$ cat config.mk
export PLATFORM = sky130hd
export DESIGN_NAME = y_bus_router
export DESIGN_NICKNAME = d
export VERILOG_FILES = /design/src/rtl/y_bus_router.sv
export SDC_FILE = /design/constraint.sdc
export NUM_CORES = 1
export LEC_CHECK = 0
export CAP_MARGIN = 40
export CORE_MARGIN = 2
export CORE_UTILIZATION = 48
export DETAILED_ROUTE_END_ITERATION = 6
export GPL_TIMING_DRIVEN = 0
export PLACE_DENSITY = 0.76
export SYNTH_ARGS = -nofsm -noshare
export SYNTH_HDL_FRONTEND = slang
export SYNTH_SLANG_ARGS = --single-unit
export TNS_END_PERCENT = 20
$ cat constraint.sdc
create_clock -name clk -period 3.1 [get_ports clk]
set_input_delay 0.775 -clock clk [delete_from_list [all_inputs] [get_ports clk]]
set_output_delay 0.775 -clock clk [all_outputs]
set_load 0.01 [all_outputs]
$ cat src/rtl/y_bus_router.sv
// Y-bus row router: filters control words by row tag and queues matches
// in a first-word-fall-through FIFO toward the X bus.
module y_bus_router #(
    parameter int DATA_W   = 32,
    parameter int TAG_W    = 9,
    parameter int DEPTH    = 4,
    parameter bit BCAST_EN = 1'b1,
    parameter int CNT_W    = 16
) (
    input  logic              clk,
    input  logic              rst,
    input  logic [TAG_W-1:0]  y_id,
    input  logic [TAG_W-1:0]  tag_y,
    input  logic              from_control_enable,
    input  logic [TAG_W-1:0]  from_control_tag_x,
    input  logic [DATA_W-1:0] from_control_value,
    output logic              to_control_ready,
    output logic              to_Xbus_enable,
    output logic [TAG_W-1:0]  to_Xbus_tag_x,
    output logic [DATA_W-1:0] to_Xbus_value,
    input  logic              from_Xbus_ready,
    output logic [CNT_W-1:0]  accept_cnt,
    output logic [CNT_W-1:0]  drop_cnt
);

    localparam int PW = $clog2(DEPTH);
    localparam int CW = PW + 1;
    localparam int EW = TAG_W + DATA_W;

    localparam logic [CW-1:0]    FULL   = CW'(DEPTH);
    localparam logic [CW-1:0]    C_ONE  = CW'(1);
    localparam logic [PW-1:0]    P_ONE  = PW'(1);
    localparam logic [CNT_W-1:0] N_ONE  = CNT_W'(1);
    localparam logic [TAG_W-1:0] T_ALL  = '1;

    logic [TAG_W-1:0] y_id_q;
    logic [PW-1:0]    wr_ptr;
    logic [PW-1:0]    rd_ptr;
    logic [CW-1:0]    count;
    logic [EW-1:0]    mem [DEPTH];
    logic [EW-1:0]    head;

    logic match;
    logic bcast;
    logic accept;
    logic push;
    logic pop;
    logic drop_ev;

    // Broadcast tag only counts when the build enables it.
    always_comb begin
        bcast = BCAST_EN && (tag_y == T_ALL);
        match = (tag_y == y_id_q) || bcast;
    end

    always_comb begin
        to_control_ready = (count < FULL);
        accept  = from_control_enable && to_control_ready;
        push    = accept && match;
        drop_ev = accept && !match;
    end

    always_comb begin
        to_Xbus_enable = (count != '0);
        pop  = to_Xbus_enable && from_Xbus_ready;
        head = mem[rd_ptr];
    end

    always_comb begin
        to_Xbus_tag_x = '0;
        to_Xbus_value = '0;
        if (to_Xbus_enable) begin
            to_Xbus_tag_x = head[EW-1:DATA_W];
            to_Xbus_value = head[DATA_W-1:0];
        end
    end

    always_ff @(posedge clk) begin
        if (!rst) begin
            y_id_q <= '0;
        end else begin
            y_id_q <= y_id;
        end
    end

    // Storage carries no reset; pointers alone define what is valid.
    always_ff @(posedge clk) begin
        if (rst && push) begin
            mem[wr_ptr] <= {from_control_tag_x, from_control_value};
        end
    end

    always_ff @(posedge clk) begin
        if (!rst) begin
            wr_ptr <= '0;
            rd_ptr <= '0;
            count  <= '0;
        end else begin
            if (push) begin
                wr_ptr <= wr_ptr + P_ONE;
            end
            if (pop) begin
                rd_ptr <= rd_ptr + P_ONE;
            end
            unique case ({push, pop})
                2'b10:   count <= count + C_ONE;
                2'b01:   count <= count - C_ONE;
                default: count <= count;
            endcase
        end
    end

    always_ff @(posedge clk) begin
        if (!rst) begin
            accept_cnt <= '0;
            drop_cnt   <= '0;
        end else begin
            if (push && (accept_cnt != '1)) begin
                accept_cnt <= accept_cnt + N_ONE;
            end
            if (drop_ev && (drop_cnt != '1)) begin
                drop_cnt <= drop_cnt + N_ONE;
            end
        end
    end

    a_count_bound: assert property (
        @(posedge clk) disable iff (!rst) count <= FULL
    );

    a_no_push_full: assert property (
        @(posedge clk) disable iff (!rst) (count == FULL) |-> !push
    );

endmodule

* Yosys cells after proc, flatten, opt, wreduce, memory -nomap -nowiden *
Memories as Yosys holds them, arrays and structs flattened. A register that Yosys moved wholly into a read port is not among the register bits.
Cells that the tools add are included.

word-level totals
  input bits = 63
  memories kept = 1
  RAM bits = 164
  flip-flop bits (word level) = 48
  output and inout bits = 75

operators by class
  magnitude comparators = 1
  reductions and logical operators = 11
  muxes and demuxes = 7
  $add $sub $neg = 6
  equal/unequal tests = 6

memory list
  name  words  width  rd ports  clocked after Yosys merged registers in  wr ports  line  RTL
  mem   4      41     1         1                                        1         40    logic [EW-1:0] mem [DEPTH];

operator list
  cell                     count
  $add A16 B1 Y16 const B  2
  $mux W32                 1
  $ne A16 B16 Y1 const B   2
  $eq A9 B9 Y1             1
  $eq A9 B9 Y1 const B     1
  $mux W9                  1
  $logic_and A1 B1 Y1      7
  $pmux W3 S2              1
  $add A2 B1 Y2 const B    2
  $mux W2                  2
  $add A3 B1 Y3 const B    1
  $lt A3 B3 Y1 const B     1
  $reduce_bool A3 Y1       1
  $sub A3 B1 Y3 const B    1
  $eq A2 B1 Y1 const B     1
  $eq A2 B2 Y1 const B     1
  $mux W1                  2
  $reduce_bool A2 Y1       1
  $logic_not A1 Y1         1
  $logic_or A1 B1 Y1       1

* Depth between registers and ports, before layout *
Gate-level depths: netlist (run 1).

  depth after elaboration = 6
  gate-level depth with buffers = 11

* Least setup slack after synthesis (run 1) *
OpenSTA, ideal clock, no wires.

  path kind = input -> register
  from = input port tag_y[1]
  to = memory mem[1][0] (netlist name) (enable)
  arrival time = 2.740 ns
  path slack = -0.042 ns
  cell stages on the path = 5
  cell sequence = xor2_1 nor4_2 a31oi_2 nor2_1 and3_1

between the ends
  longest elaborated chain between the ends = 6
  elaborated cells between the ends (all ways) = 7
  classes of those cells = eq/ne (2); mux (2); reduce/logical (3)

RTL lines
  element                                 line    RTL
  from (decl)                             13      input logic [TAG_W-1:0] tag_y,
  $eq A9 B9 Y1, on equally long branches  53, 52
  $logic_or A1 B1 Y1 *                    53      match = (tag_y == y_id_q) || bcast;
  $logic_and A1 B1 Y1 *                   59      push = accept && match;
  $logic_and A1 B1 Y1 *                   88      if (rst && push) begin
  $mux W1 *                               88
  $mux W1 (implied by the code) *         89      mem[wr_ptr] <= {from_control_tag_x, from_control_value};
  to (decl)                               40

Every way passes the cells marked *; elsewhere a longest branch is shown, timed or not.

==> out/results.tsv, run 1 <==
stage	metric	value	unit
outcome	outcome	finished clean	
setup_path	Critical Path End Type	output port	
min_path	hold depth	2	
timing	final critical-path required period	3.04	ns
setup_path	Buf/Inv on CP	2	
setup_path	FF-to-FF Start	y_id_q[8]	
grt	largest net degree at the start of global routing	32	
setup_path	startpoint types	flop	
detailed_routing	DR DRC count	0	
timing	Final Max Tran Viols	0	
grt	vias in the first global route	5341	
cells_and_area	fin cells	940	
detailed_routing	ANT nets after route	0	
timing	Final Hold Fails	0	
placed_design	GPL Wtd Cong	0.875	
grt	antenna violations before repair	0	
detailed_routing	WL per Instance	18.2	um
yosys	asr flop ratio synth	0	%
timing	RSZ-0062 raised after global routing	yes	
setup_path	delay-heaviest family, CP	buffers and inverters	
cells_and_area	layout cells sized above 1	16.7	%
power	Final Power	5.90	mW
placed_design	IO Port Bufs	137	
power	Power Dens Cells	528	nW/um2
min_path	Worst Hold Class	flop to flop	
clock_network	Clock Latency Late Sink	0.48	ns
yosys	yosys warns	0	
clock_network	Clock transition at path regs	0.06	ns
placed_design	Final HPWL DP	11.4	mm
timing	Setup Skew	0.0134	ns
cells_and_area	fin nets	769	
floorplanning	Die Y	138	um
setup_path	reg-to-reg slack, setup	0.62	ns
floorplanning	die width	138	um
floorplanning	Initial Utilization	49.3	%
detailed_routing	Via density	5.37	
floorplanning	Site Rows	48	
yosys	cell count after synthesis	534	
yosys	Mapped Nets	605	
clock_network	CTS tree	built	
cells_and_area	post-layout util	64.2	%
timing	Setup-failing EPs final	0	
power	Leak Pwr	3.69	nW
min_path	Hold Path End	count[1]	
setup_path	Worst R2R End	count[2]	
power	worst vdd ir	419	uV
detailed_routing	total wire length	17.1	mm
setup_path	crit path max fanout	10	
setup_path	Critical Path AT	2.27	ns
setup_path	worst-case reg-to-reg path depth	11	
timing	Max-slew headroom	63.6	%
clock_network	Post-CTS Hold Buffers	0	
clock_network	Max clock buf depth	3	
cells_and_area	Area growth syn-to-layout	30.3	%
floorplanning	I/O pin cnt	138	
detailed_routing	Via Count	5046	
detailed_routing	Initial DRC Count	380	
clock_network	Sink Count	214	
timing	Peak Freq	0.329	GHz
grt	All-Layer GR Usage	18.3	%
min_path	Hold Path Origin	count[1]	
clock_network	Num CTS Buffers	22	
yosys	number of synthesized flops with an enable pin	164	
job	Maximum Capacitance Violations	0	
timing	actual slew at the worst max-slew pin	0.543	ns
grt	first-pass GRT wire length	26.9	mm
floorplanning	Core ar.	17400	um2
yosys	top_reg_cell synth	edfxtp_1	
yosys	Syn Area/Cell	16.1	um2
setup_path	WP data required	2.32	ns
clock_network	H-tree depth	1	
placed_design	placed insts	900	
floorplanning	Die Area	19000	um2
timing	Final Cycle Share	98.2	%
yosys	mapped cell area	8580	um2
setup_path	Crit path largest cell delay	0.51	ns
detailed_routing	TritonRoute pass-1 iters	4	
setup_path	worst path cell trace	buf_8 -> mux4_2 -> and2_1 -> clkdlybuf4s50_1	
yosys	post-synthesis sequential area ratio	69.1	%
yosys	Yosys reg bits	214	
grt	grt total ovfl	0	
yosys	synth unique cells	41	
setup_path	CP Class	flop to output port	
clock_network	Root Driver	clkbuf_16	
setup_path	slowest CP cell	mux4_2	
## cells in the final DEF (no fill, tap or decap), types with 7 or more instances in the layout
cell type        instances
edfxtp_1               164
clkdlybuf4s50_1        136
and2_1                  52
dfxtp_1                 49
mux4_2                  41
nor2_1                  35
clkbuf_16               24
xnor2_1                 22
nand3_1                 17
nand2_1                 15
nor3_1                  14
xor2_1                  10
clkbuf_2                10
and3_1                   9
inv_1                    8
clkbuf_1                 7
ha_1                     7
## Yosys cell counts (6+ instances only)
library cell	number	area [um2]
nor3_1	14	70.1
inv_1	8	30.0
mux2i_1	6	60.1
nand3_1	18	90.1
dfxtp_1	50	1000
o21ai_0	6	30.0
xnor2_1	22	193
clkbuf_1	11	41.3
nor2_1	36	135
mux4_2	41	923
xor2_1	13	114
ha_1	7	87.6
a21oi_1	6	30.0
and3_1	13	81.3
edfxtp_1	164	4920
and2_1	52	325
nand2_1	15	56.3
## flip-flops by register name (all words and copies together) (netlist names), named ones only
name        flops
mem           164
drop_cnt       16
count           3
y_id_q          9
accept_cnt     16
rd_ptr          2
wr_ptr          2
## logic make-up (layout without fill, tap and decap cells)
family                   Yosys count  in the layout  synth area share [%]
AO/OA/AOI/OAI                     21             21                  1.75
adder cells (fa/ha/maj)            8              8                  1.25
flip-flops                       214            214                  69.1
XOR/XNOR                          35             35                  3.57
buffers and inverters             30            210                  1.39
AND/OR/NAND/NOR                  179            179                  11.5
multiplexers                      47             47                  11.5
other                              0              1                     0
## per-layer routing
metal	GRT usage, %	wire length, um	share of wire [%]
met4	3.68	130	0.76
met1	23.1	6950	41
met2	32.7	8700	51
met3	4.01	1290	7.6
met5	0	0	0
## metrics by stage
| step | setup slack [ns] | instance area [um2] | hold WS, ns | setup TNS (ns) |
|---|---|---|---|---|
| floorplan | -0.0419 | 8580 | 0.459 | -5.14 |
| global placement | -1.47 | 10200 | 0.480 | -207.48 |
| detailed placement | -0.702 | 10300 | 0.500 | -54.74 |
| CTS | -0.0582 | 11100 | 0.510 | -0.815 |
| global route | -0.0387 | 11200 | 0.532 | -0.313 |
| finish | 0.0560 | 11200 | 0.516 | 0 |
## worst max-delay path by stage
stage	to	slack, ns	cells after the start
floorplan	mem[2][0]	-0.04	5
global placement	mem[2][23]	-1.47	6
detailed placement	count[2]	-0.70	12
CTS	to_Xbus_value[9]	-0.06	5
global route	to_Xbus_value[30]	-0.04	4
finish	to_Xbus_value[30]	0.06	4
## power breakdown
part	leakage, nW	internal (mW)	total, mW	switching [mW]
Clock	0.384	1.63	2.61	0.982
Sequential	1.88	3.09	3.10	0.00818
Combinational	1.43	0.104	0.189	0.0855
Total	3.69	4.82	5.90	1.08
## tightest hold or removal path, cell delays in order (launching register included)
cell and delay, ns:
dfxtp_1 0.33, a21oi_1 0.07, nor2_1 0.08
## timing repair
action,in CTS,in global routing
resized for setup,25,9
pin swaps,1,1
endpoints found under the setup margin,42,65
buffers inserted,0,1
## area by class of cell
class                   instances  area [um2]
fillers                      1225        6230
flip-flops and latches        214        5930
multi-input cells             290        2590
repair buffers                142        1460
clock buffers                  36         703
well taps                     225         282
plain buffers                  19         139
clock inverters                 4        45.0
inverters                       9        33.8
diodes                          1        2.50
No activity file was read; power rests on OpenSTA's default activity.
==> run 2, diff against run 1 <==
--- a/config.mk
+++ b/config.mk
@@ -10,7 +10,7 @@
 export CORE_UTILIZATION = 48
 export DETAILED_ROUTE_END_ITERATION = 6
 export GPL_TIMING_DRIVEN = 0
-export PLACE_DENSITY = 0.76
+export PLACE_DENSITY = 0.82
 export SYNTH_ARGS = -nofsm -noshare
 export SYNTH_HDL_FRONTEND = slang
 export SYNTH_SLANG_ARGS = --single-unit
==> run 2 against run 1 <==
Compared with the run above: clock skew rose by 0.0062 ns; via count up 1.4%; largest cell class unchanged; register-to-register slack lost 0.05 ns.
==> out/results.tsv, run 2 (synthesized netlist as in run 1, its figures left out) <==
stage	metric	value	unit
setup_path	Crit path largest cell delay	0.51	ns
cells_and_area	Ant. Diodes	0	
setup_path	startpoint types	flop	
detailed_routing	Met3 Wirelength	1.44	mm
timing	Final Max Tran Viols	0	
placed_design	Final HPWL DP	11.7	mm
cells_and_area	fill count	1215	
timing	Final Cycle Share	99.0	%
clock_network	Clock transition at path regs	0.06	ns
timing	RSZ-0062 raised after global routing	yes	
grt	first-pass GRT wire length	27.4	mm
cells_and_area	commonest non-fill, non-tap cell in the layout	edfxtp_1	
setup_path	WP data required	2.32	ns
timing	Fin Setup TNS	0	ns
floorplanning	Initial Utilization	49.3	%
power	worst vdd ir	331	uV
setup_path	Critical Path End Type	output port	
detailed_routing	routed metal-1 wire length	7.21	mm
timing	Final Hold Fails	0	
setup_path	Critical Path AT	2.29	ns
detailed_routing	Via Count	5117	
floorplanning	Site Rows	48	
placed_design	IO Port Bufs	137	
timing	Max-slew headroom	61.3	%
job	Maximum Capacitance Violations	0	
clock_network	H-tree depth	1	
grt	vias in the first global route	5315	
cells_and_area	top flop regs	mem (164), accept_cnt (16), drop_cnt (16)	
placed_design	Placed Area	10300	um2
timing	Peak Freq	0.326	GHz
setup_path	crit path max fanout	10	
cells_and_area	area of the multi-input gates	2570	um2
grt	largest net degree at the start of global routing	31	
detailed_routing	met2 wire len	8.78	mm
detailed_routing	Initial DRC Count	279	
cells_and_area	Area growth syn-to-layout	30.7	%
floorplanning	Core ar.	17400	um2
cells_and_area	most frequent cells in the layout	edfxtp_1, clkdlybuf4s50_1, and2_1, dfxtp_1, mux4_2	
cells_and_area	Design Area, Final	11200	um2
detailed_routing	ANT nets after route	0	
detailed_routing	WL per Instance	18.8	um
power	Leak Pwr	3.74	nW
min_path	Worst Hold Class	flop to flop	
floorplanning	Die Area	19000	um2
setup_path	CP Class	flop to output port	
timing	hold slack	0.504	ns
floorplanning	die width	138	um
timing	final critical-path required period	3.07	ns
detailed_routing	total wire length	17.7	mm
floorplanning	Die Y	138	um
grt	grt total ovfl	0	
timing	Setup-failing EPs final	0	
clock_network	Max clock buf depth	3	
outcome	outcome	finished clean	
cells_and_area	fin nets	771	
grt	antenna violations before repair	1	
power	Power Dens Cells	536	nW/um2
cells_and_area	Biggest register	mem	
clock_network	Root Driver	clkbuf_16	
clock_network	Sink Count	214	
setup_path	slowest CP cell	clkdlybuf4s50_1	
clock_network	Num CTS Buffers	23	
setup_path	worst path cell trace	buf_8 -> mux4_2 -> and2_1 -> clkdlybuf4s50_1	
cells_and_area	max FFs per register	164	
cells_and_area	Seq. cell area	5930	um2
timing	Setup Skew	0.0196	ns
clock_network	CTS tree	built	
clock_network	Clock Latency Late Sink	0.51	ns
detailed_routing	DR DRC count	0	
floorplanning	I/O pin cnt	138	
cells_and_area	post-layout util	64.4	%
timing	actual slew at the worst max-slew pin	0.580	ns
detailed_routing	top layer in use	met5	
placed_design	GPL Wtd Cong	0.839	
detailed_routing	TritonRoute pass-1 iters	5	
grt	All-Layer GR Usage	18.5	%
detailed_routing	Via density	5.44	
cells_and_area	layout cells sized above 1	16.2	%
[run 2: where the power goes]
group / total, mW / internal (mW) / leakage [nW] / switching, mW
Clock: 2.73 / 1.67 / 0.386 / 1.06
Combinational: 0.188 / 0.103 / 1.47 / 0.0848
Sequential: 3.10 / 3.09 / 1.88 / 0.00837
[run 2: worst paths after layout]
| check | start | end | slack [ns] | depth (start not counted) |
|---|---|---|---|---|
| setup / recovery | flop | to_Xbus_value[8] | 0.03 | 4 |
| hold / removal | drop_cnt[15] | drop_cnt[15] | 0.50 | 2 |
| setup reg to reg | y_id_q[1] | count[2] | 0.57 | 11 |
| hold reg to reg | drop_cnt[15] | drop_cnt[15] | 0.50 | 2 |
[run 2: what timing repair did]
| action | 4_1_cts | 5_1_grt |
|---|---|---|
| cloned | 0 | 0 |
| setup buffers | 0 | 2 |
| setup endpoints to repair | 42 | 30 |
| endpoints found under the hold margin | 0 | 0 |
| resized for setup | 29 | 7 |
| pin swaps | 1 | 1 |
| hold buffers | 0 | 0 |
[run 2: layer usage]
metal | global-route usage [%] | vias up
li1 | - | 2349
met1 | 23.4 | 2548
met3 | 4.56 | 25
met2 | 32.3 | 193
met5 | 0 | -
met4 | 4.42 | 2
[run 2: critical path: cells and delay by family (launching register included)]
kind | cells | cell delay [ns]
buffers and inverters | 2 | 0.70
muxes | 1 | 0.50
DFF | 1 | 0.43
and+or+nand+nor | 1 | 0.18
[run 2: stage by stage]
| step | std cells | setup WS (ns) | power [mW] |
|---|---|---|---|
| CTS | 939 | -0.00554 | 6.07 |
| finish | 941 | 0.0314 | 6.02 |
| detailed placement | 900 | -0.711 | 3.34 |
| global placement | 896 | -1.41 | 3.33 |
| floorplan | 534 | -0.0419 | 3.21 |
| global route | 941 | -0.0520 | 6.20 |
[run 2: cell type report]
class	count	share of cell area, %
flip-flops and latches	214	52.9
multi-input cells	290	22.9
repair buffers	143	13.1
clock buffers	32	6.28
well taps	225	2.51
plain buffers	19	1.32
clock inverters	9	0.658
inverters	9	0.301
==> run 3, diff against run 2 <==
--- a/config.mk
+++ b/config.mk
@@ -14,4 +14,3 @@
 export SYNTH_ARGS = -nofsm -noshare
 export SYNTH_HDL_FRONTEND = slang
 export SYNTH_SLANG_ARGS = --single-unit
-export TNS_END_PERCENT = 20
==> run 3 against run 2 <==
Compared with the run above: clock power is 3% lower; sequential power hardly changed; cell count is 0.43% higher; first-iteration DRC count is 22% lower; die area stayed put; via count is 0.12% lower.
==> out/results.tsv, run 3 (synthesized netlist as in run 1, its figures left out) <==
stage	metric	value	unit
cells_and_area	most frequent cells in the layout	edfxtp_1, clkdlybuf4s50_1, and2_1, dfxtp_1, mux4_2	
placed_design	Final HPWL DP	11.5	mm
floorplanning	Site Rows	48	
detailed_routing	WL per Instance	18.6	um
setup_path	reg-to-reg slack, setup	0.54	ns
setup_path	Crit path largest cell delay	0.52	ns
floorplanning	Initial Utilization	49.3	%
grt	first-pass GRT wire length	27.3	mm
clock_network	Root Driver	clkbuf_16	
setup_path	CP Class	flop to output port	
cells_and_area	fin cells	945	
min_path	Worst Hold Class	flop to flop	
setup_path	Critical Path End Type	output port	
placed_design	post-place setup slack	-0.665	ns
setup_path	crit path max fanout	10	
grt	All-Layer GR Usage	18.5	%
grt	grt total ovfl	0	
cells_and_area	top flop regs	mem (164), accept_cnt (16), drop_cnt (16)	
setup_path	WP data required	2.32	ns
detailed_routing	DR DRC count	0	
floorplanning	I/O pin cnt	138	
grt	vias in the first global route	5293	
power	Leak Pwr	3.87	nW
clock_network	Clock Latency Late Sink	0.49	ns
detailed_routing	Via Count	5111	
setup_path	Critical Path AT	2.26	ns
floorplanning	die width	138	um
job	Maximum Capacitance Violations	0	
cells_and_area	post-layout util	64.6	%
timing	worst setup margin	0.0652	ns
floorplanning	Die Area	19000	um2
outcome	outcome	finished clean	
power	Power Dens Cells	529	nW/um2
setup_path	delay-heaviest family, CP	buffers and inverters	
placed_design	IO Port Bufs	137	
timing	final critical-path required period	3.03	ns
clock_network	Num CTS Buffers	23	
clock_network	Clock transition at path regs	0.06	ns
timing	Fin Setup TNS	0	ns
placed_design	GPL Wtd Cong	0.827	
placed_design	placed insts	900	
detailed_routing	ANT nets after route	0	
timing	Max-slew headroom	53.1	%
setup_path	startpoint types	flop	
clock_network	Max clock buf depth	3	
clock_network	CTS tree	built	
power	worst vdd ir	384	uV
cells_and_area	layout cells sized above 1	15.9	%
cells_and_area	max FFs per register	164	
grt	largest net degree at the start of global routing	32	
timing	actual slew at the worst max-slew pin	0.703	ns
cells_and_area	fin nets	774	
grt	antenna violations before repair	0	
cells_and_area	Biggest register	mem	
clock_network	Sink Count	214	
cells_and_area	commonest non-fill, non-tap cell in the layout	edfxtp_1	
setup_path	Buf/Inv on CP	2	
detailed_routing	total wire length	17.6	mm
detailed_routing	Initial DRC Count	219	
detailed_routing	TritonRoute pass-1 iters	4	
timing	Final Cycle Share	97.9	%
setup_path	slowest CP cell	mux4_2	
setup_path	worst path cell trace	buf_12 -> mux4_2 -> and2_1 -> clkdlybuf4s50_1	
floorplanning	Core ar.	17400	um2
timing	Setup Skew	0.00665	ns
power	Final Power	5.95	mW
floorplanning	Die Y	138	um
timing	Setup-failing EPs final	0	
cells_and_area	Area growth syn-to-layout	31.1	%
timing	Final Max Tran Viols	0	
detailed_routing	Via density	5.41	
timing	Final Hold Fails	0	
clock_network	H-tree depth	1	
timing	Peak Freq	0.330	GHz
## run 3: cell count changes in the layout (fill, tap and decap cells not counted), sizes merged
cell	change
bufinv	+1
clkinvlp	-1
buf	+3
diode	+1
clkbuf	+1
dlymetal6s2s	+7
clkdlybuf4s50	-7
clkinv	-1
## run 3: final cells by class
type                       count  area, um2
multi-input combinational    290       2570
fill                        1186       6170
tap                          225        282
timing repair buffer         145       1510
clock inverter                 8       95.1
antenna                        1       2.50
clock buffer                  33        654
buffer                        20        161
sequential                   214       5930
inverter                       9       33.8
## run 3: stage by stage
step / cell area, um2 / hold WS [ns]
after floorplan: 8590 / 0.459
after global placement: 10200 / 0.475
after detailed placement: 10300 / 0.487
after CTS: 11200 / 0.497
after global routing: 11200 / 0.536
final: 11200 / 0.491
## run 3: what timing repair did
item                                    CTS  global route
endpoints found under the hold margin     0             0
endpoints found under the setup margin   41            46
gates resized for setup                  27            18
setup buffers                             1             3
pin swaps                                 1             1
hold buffers                              0             0
## run 3: worst paths after layout
kind,startpoint,cells after the start,endpoint
min,drop_cnt[15],2,drop_cnt[15]
min reg2reg,drop_cnt[15],2,drop_cnt[15]
max reg2reg,y_id_q[8],12,count[2]
max,flop,4,to_Xbus_value[6]
## run 3: metal layers
metal	vias to the layer above	wire (um)	global-route usage [%]
met1	2567	7320	23.4
met3	28	1160	4.05
li1	2359	-	-
met5	-	0	0
met4	0	221	3.68
met2	157	8870	33.0
## run 3: worst register-to-register path, delay by kind of cell (launching register included)
| kind | cells | cell delay, ns |
|---|---|---|
| compound gates | 2 | 0.23 |
| xor+xnor | 2 | 0.26 |
| fa+ha+maj | 2 | 0.41 |
| buf+inv | 3 | 0.35 |
| flops | 1 | 0.32 |
| simple gates | 3 | 0.93 |
## run 3: report_power, final
| part | total (mW) | leakage (nW) | internal [mW] | switching (mW) |
|---|---|---|---|---|
| Combinational | 0.187 | 1.62 | 0.104 | 0.0835 |
| Sequential | 3.10 | 1.88 | 3.09 | 0.00855 |
| Clock | 2.66 | 0.366 | 1.63 | 1.03 |
| Total | 5.95 | 3.87 | 4.83 | 1.12 |
